**src/rtl/cnn_infer_sequencer.sv**
```systemverilog
// cnn_infer_sequencer: streams one stored image per start pulse into the CNN datapath and latches the class; optional WAIT timeout via CNN_SEQ_TIMEOUT_EN
module cnn_infer_sequencer #(
  parameter int I_F_BW      = 8,
  parameter int IX          = 28,
  parameter int IY          = 28,
  parameter int IMG_NUM     = 4,
  parameter int CLS_BW      = 2,
  parameter int TIMEOUT_CYC = 100000,
  localparam int PIX_N      = IX * IY,
  localparam int ADDR_BW    = $clog2(IMG_NUM * PIX_N)
) (
  input  logic              clk,
  input  logic              reset,
  input  logic              i_start,
  output logic [ADDR_BW-1:0] o_img_addr,
  input  logic [I_F_BW-1:0] i_img_data,
  output logic              o_pix_valid,
  output logic [I_F_BW-1:0] o_pix_data,
  input  logic              i_cnn_valid,
  input  logic [CLS_BW-1:0] i_cnn_class,
  output logic              o_busy,
  output logic              o_done,
  output logic              o_err,
  output logic [CLS_BW-1:0] o_class,
  output logic [2:0]        o_led
);
  localparam int PC_BW = $clog2(PIX_N);
  localparam int IW    = IMG_NUM > 1 ? $clog2(IMG_NUM) : 1;
  typedef enum logic [1:0] {IDLE, STREAM, DRAIN, WAIT} state_t;
  state_t st, nxt;
  logic [PC_BW-1:0] pix_cnt;
  logic [IW-1:0] img_idx;
  logic drn, iss, iss_q, rom_vld, go, acc, tmo, fin, last_pix;
  assign go       = st == IDLE && i_start;
  assign iss      = go || st == STREAM;
  assign last_pix = pix_cnt == PC_BW'(PIX_N - 1);
  assign acc      = st == WAIT && i_cnn_valid;
  assign fin      = acc || tmo;
  assign o_busy   = st != IDLE;
`ifdef CNN_SEQ_TIMEOUT_EN
  localparam int WC_BW = $clog2(TIMEOUT_CYC + 1);
  logic [WC_BW-1:0] wcnt;
  logic err;
  assign tmo   = st == WAIT && !i_cnn_valid && wcnt == WC_BW'(TIMEOUT_CYC - 1);
  assign o_err = err;
  // WAIT cycle counter restarts on every WAIT entry; error is sticky until next accepted start or result
  always_ff @(posedge clk or posedge reset) begin
    if (reset) begin
      wcnt <= '0;
      err  <= 1'b0;
    end else begin
      wcnt <= st == WAIT ? wcnt + 1'b1 : '0;
      err  <= tmo || (err && !acc && !go);
    end
  end
`else
  assign tmo   = 1'b0;
  assign o_err = 1'b0 & (TIMEOUT_CYC > 0);
`endif
  // state register
  always_ff @(posedge clk or posedge reset) begin
    if (reset) st <= IDLE;
    else st <= nxt;
  end
  // next-state: start only honoured in IDLE, result only honoured in WAIT
  always_comb begin
    nxt = st;
    if (go) nxt = STREAM;
    if (st == STREAM && last_pix) nxt = DRAIN;
    if (st == DRAIN && drn) nxt = WAIT;
    if (fin) nxt = IDLE;
  end
  // address generation, two-stage valid pipeline matching ROM + output register, result latch
  always_ff @(posedge clk or posedge reset) begin
    if (reset) begin
      pix_cnt     <= '0;
      img_idx     <= '0;
      drn         <= 1'b0;
      iss_q       <= 1'b0;
      rom_vld     <= 1'b0;
      o_img_addr  <= '0;
      o_pix_valid <= 1'b0;
      o_pix_data  <= '0;
      o_done      <= 1'b0;
      o_class     <= '0;
      o_led       <= '0;
    end else begin
      pix_cnt     <= iss && !last_pix ? pix_cnt + 1'b1 : '0;
      drn         <= st == DRAIN && !drn;
      iss_q       <= iss;
      rom_vld     <= iss_q;
      o_pix_valid <= rom_vld;
      o_pix_data  <= i_img_data;
      o_done      <= acc;
      if (iss) o_img_addr <= ADDR_BW'(img_idx) * ADDR_BW'(PIX_N) + ADDR_BW'(pix_cnt);
      if (acc) o_class <= i_cnn_class;
      if (fin) o_led <= acc && int'(i_cnn_class) < 3 ? 3'b001 << i_cnn_class : 3'b111;
      if (fin) img_idx <= img_idx == IW'(IMG_NUM - 1) ? '0 : img_idx + 1'b1;
    end
  end
endmodule
```
**config.mk**
```make
export PLATFORM = sky130hd
export DESIGN_NAME = cnn_infer_sequencer
export DESIGN_NICKNAME = d
export VERILOG_FILES = /design/src/rtl/cnn_infer_sequencer.sv
export SDC_FILE = /design/constraint.sdc
export NUM_CORES = 1
export LEC_CHECK = 0
export CAP_MARGIN = 40
export CORE_MARGIN = 2
export CORE_UTILIZATION = 49
export DETAILED_ROUTE_END_ITERATION = 8
export HOLD_SLACK_MARGIN = 0.08
export PLACE_DENSITY = 0.89
export SYNTH_ARGS = -nofsm -noshare
export SYNTH_HDL_FRONTEND = slang
export SYNTH_SLANG_ARGS = --single-unit
```
**constraint.sdc**
```tcl
create_clock -name clk -period 2.4 [get_ports clk]
set_input_delay 0.48 -clock clk [delete_from_list [all_inputs] [get_ports clk]]
set_output_delay 0.48 -clock clk [all_outputs]
set_load 0.02 [all_outputs]
```
Word level (Yosys, flattened, before mapping)
Cells that the tools add are included.
{"block": "word_totals", "register_bits": 44, "output_inout_bits": 29}
{"block": "op_classes", "add_sub_neg": 3, "multipliers": 1, "order_cmp": 1, "eq_ne": 5, "shifts": 1, "mux": 7, "reduce_logical": 13}
{"op": "adder 12 x 10 -> 12 bit", "n": 1}
{"op": "adder 10 x 1 -> 10 bit, second input constant", "n": 1}
{"op": "== test 10 bit, second input constant", "n": 1}
{"op": "2-to-1 mux 10 bit", "n": 1}
{"op": "2-to-1 mux 2 bit", "n": 5}
{"op": "multiplier 2 x 6 -> 8 bit, second input constant", "n": 1}
{"op": "logical AND 1 bit", "n": 7}
{"op": "== test 2 bit, second input constant", "n": 3}
{"op": "nonzero test 4 bit", "n": 1}
{"op": "2-to-1 mux 3 bit", "n": 1}
{"op": "<< shifter 1 x 2 -> 3 bit, first input constant", "n": 1}
{"op": "adder 2 x 1 -> 2 bit, second input constant", "n": 1}
{"op": "== test 2 x 1 -> 1 bit, second input constant", "n": 1}
{"op": "zero test 1 bit", "n": 2}
{"op": "zero test 2 bit", "n": 1}
{"op": "less-than comparator 2 bit, second input constant", "n": 1}
{"op": "nonzero test 2 bit", "n": 1}
{"op": "logical OR 1 bit", "n": 1}

Logic depth before layout (Yosys ltp)
{"block": "logic_depth", "depth_word": 6, "mapped_depth": 8}

Worst setup path before layout
No wires, ideal clock.
{"block": "synth_timing", "path_kind": "register to register", "startpoint": "reg img_idx[0]", "endpoint": "reg o_img_addr[11]", "arrival_ns": 1.641, "slack_ns": 0.677, "path_stages_with_launch": 9, "path_buffers": 0, "period_less_slack_ns": 1.723, "cell_sequence": "dfrtp_1 -> inv_1 -> ha_1 -> inv_1 -> ha_1 -> a21o_1 -> a31oi_1 -> or3_1 -> a31oi_1"}
{"block": "synth_between", "elab_chain_len": 2}
{"element": "from (decl)", "line_no": "32", "text": "logic [IW-1:0] img_idx;"}
{"element": "from (signal assigned)", "line_no": "98", "text": "if (fin) img_idx <= img_idx == IW'(IMG_NUM - 1) ? '0 : img_idx + 1'b1;"}
{"element": "multiplier 2 x 6 -> 8 bit", "line_no": "95", "text": "if (iss) o_img_addr <= ADDR_BW'(img_idx) * ADDR_BW'(PIX_N) + ADDR_BW'(pix_cnt);"}
{"element": "adder 12 x 10 -> 12 bit", "line_no": "95"}
{"element": "to (signal assigned)", "line_no": "95"}
{"element": "to (decl)", "line_no": "15", "text": "output logic [ADDR_BW-1:0] o_img_addr,"}
No other way between the ends.
A chain may end at the register's enable or synchronous reset.

Worst setup path after layout
{"block": "layout_timing", "startpoint": "reg st[1]", "endpoint": "out o_busy"}
{"block": "layout_between", "elab_chain_len": 1}
{"element": "from (decl)", "line_no": "30", "text": "state_t st, nxt;"}
{"element": "from (signal assigned)", "line_no": "63", "text": "else st <= nxt;"}
{"element": "nonzero test 2 bit", "line_no": "39", "text": "assign o_busy = st != IDLE;"}
{"element": "to (decl)", "line_no": "21", "text": "output logic o_busy,"}
No other way between the ends.

==> key figures <==
Status
  • Status: completed

Route
  • Drt total wl: 3.67 mm
  • Initial DRC count: 91
  • TritonRoute pass-1 iters: 4
  • DR vias/cell: 5.14
  • Drc violations: 0
  • Vias: 1,414
  • Antenna Nets Post-Route: 0
  • DR WL/cell: 13.3 µm

STA
  • Fin Hold WS: 0.352 ns
  • Worst slew margin: 0.638
  • Fin crit period: 2.06 ns
  • Fmax achieved: 484 MHz
  • Least-Margin Pin Slew: 0.540 ns
  • Fin crit share: 0.860
  • Setup TNS: 0 ns
  • Fin Clk Skew: 0.00511 ns
  • RSZ-0062 raised after global routing: no
  • Final Hold Viols: 0
  • Final Setup Violations: 0
  • Pins Over Slew Limit: 0

Worst setup path
  • CP Class: reg -> out
  • CP required: 1.92 ns
  • Critical path arrival: 1.58 ns
  • CP Max Fanout: 7
  • Worst path cell trace: or2_2 -> clkdlybuf4s50_1
  • Slowest cell on the critical path: clkdlybuf4s50_1
  • Crit path max-delay family: buffers and inverters
  • Crit path largest cell delay: 0.55 ns
  • RR Startpoint: img_idx[0]
  • Crit path buf inv count: 1
  • CP Launch Type: register
  • Reg-to-Reg End: o_img_addr[11]
  • Reg2Reg Setup Slack: 0.50 ns
  • CP Capture Type: output pin
  • Critical path startpoint: st[1]
  • Depth of the most critical reg-to-reg path: 8

Run
  • Max-cap violations: 0

Min path
  • Worst Min Path Start: iss_q
  • Hold path cells: 0
  • Hold path endpoint: rom_vld
  • HP Class: reg -> reg

Placement
  • Routability cong.: 0.795
  • DP Area: 2350 µm²
  • Port buffer count: 41
  • Post-DP HPWL: 2.53 mm

Clock tree
  • Postcts setup bufs: 0
  • Hold Buf Count CTS: 0
  • Clock buffer depth: 2
  • H-tree Lvls: 2
  • Num Clock Sinks: 44
  • Clock slew at reported path FFs: 0.08 ns
  • Root buf cell: clkbuf_8
  • CTS tree: done
  • Clk Latency, worst-skew pair: 0.30 ns
  • Post-CTS sizing: 0
  • CTS buffer count: 5

Synthesis
  • Syn_area_per_cell: 10.5 µm²
  • Post-synth top area share: 0.585
  • Post-synth ARST share: 1.00
  • Register area share after synthesis: 0.585
  • Number of flops mapped to enable cells by yosys: 0
  • Synthesized flop and latch total: 44
  • Synth unique cells: 34
  • Post-Syn Nets: 203
  • Synth top area cells: dfrtp_1 (58%), nand2_1 (7.8%), ha_1 (5.3%)
  • Top_reg_cell synth: dfrtp_1
  • Synth area leader: dfrtp_1
  • Post-Synthesis Cell Area: 1880 µm²
  • Cell count after synthesis: 180
  • YS warnings: 0

Floorplanning
  • Std cell rows: 22
  • Initial Utilization: 0.511
  • DIE WIDTH: 66.0 µm
  • Die area: 4350 µm²
  • Chip height: 66.0 µm
  • CORE AREA: 3690 µm²
  • Ports: 43

Power
  • Worst vdd ir: 0.000584 V
  • P_leak: 1.12 nW
  • PwrDens: 965 nW/µm²

Finish
  • Area delta synth->final: 30.5%
  • Fillcell total: 292
  • Fraction of layout cells with a size suffix above 1: 0.0661
  • Antenna Cells: 0
  • Post-route cell area: 2460 µm²
  • Nets@finish: 249

GRT
  • Number of global-route vias before repair: 1,372
  • First-pass GRT wire length: 6.29 mm
  • Total gr overflow: 0
  • Initial antenna violation count: 0
  • Total global-route track usage: 0.198
  • Largest net degree at the start of global routing: 45
[cell usage in the layout (no fill, tap or decap), types with 5 or more instances in the layout]
master           instances
clkdlybuf4s50_1         41
xnor2_1                  7
a21oi_1                  5
clkbuf_8                 5
o21ai_0                 12
ha_1                     8
nand2_1                 39
nor2_1                  12
inv_1                   11
dfrtp_1                 44
[cell usage after synthesis, types with 2 or more instances]
master / number
or3_1: 3
o21ai_1: 2
xnor2_1: 7
a21oi_1: 5
nand2_1: 39
o21ai_0: 12
nor2_1: 12
inv_1: 11
a31oi_1: 3
clkbuf_1: 3
ha_1: 8
dfrtp_1: 44
nand3_1: 4
nand4_1: 2
nand3b_1: 2
a21o_1: 2
xor2_1: 4
[how the worst max path moves through the flow]
stage,cells past startpoint,to
6_report,2,o_busy
5_1_grt,2,o_busy
4_1_cts,2,o_busy
3_5_place_dp,8,o_img_addr[10]
3_3_place_gp,4,img_idx[0]
2_1_floorplan,8,o_img_addr[11]
[cells by family after synthesis]
family / after synthesis / synth area share
simple gates: 71 / 0.177
flops: 44 / 0.585
compound gates: 27 / 0.0811
buf+inv: 17 / 0.0399
xor+xnor: 11 / 0.0512
fa+ha+maj: 9 / 0.0638
other cells: 1 / 0.00199
[sequential cells by signal, indices dropped and copies added (netlist names)]
signal / flops
drn: 1
img_idx: 2
iss_q: 1
o_class: 2
o_done: 1
o_img_addr: 12
o_led: 3
o_pix_data: 8
o_pix_valid: 1
pix_cnt: 10
rom_vld: 1
st: 2
[per-stage QoR]
stage | cells | total power, mW | setup WS [ns] | utilization
final | 275 | 2.37 | 0.336 | 0.666
after global routing | 275 | 2.54 | 0.283 | 0.666
after CTS | 275 | 2.39 | 0.334 | 0.666
after detailed placement | 267 | 1.83 | 0.472 | 0.636
after global placement | 267 | 1.80 | 0.627 | 0.636
after floorplan | 180 | 1.51 | 0.677 | -
[metal layers]
metal,global-route usage,routed length [µm]
met1,0.242,1570
met2,0.328,1810
met3,0.0664,231
met4,0.0689,58
met5,0,0
[area by class of cell]
class	count	area (µm²)	area share
Sequential cell	44	1100	0.448
Multi-Input combinational cell	119	707	0.288
Timing Repair Buffer	44	433	0.176
Clock buffer	5	68.8	0.0280
Tap cell	48	60.1	0.0244
Inverter	12	45.0	0.0183
Clock inverter	3	42.5	0.0173
[report_power, final]
| part | switching (mW) | internal [mW] | total, mW |
|---|---|---|---|
| Sequential | 0.165 | 0.910 | 1.07 |
| Clock | 0.251 | 0.308 | 0.559 |
| Combinational | 0.382 | 0.356 | 0.738 |
No activity file was read; power rests on OpenSTA's default activity.
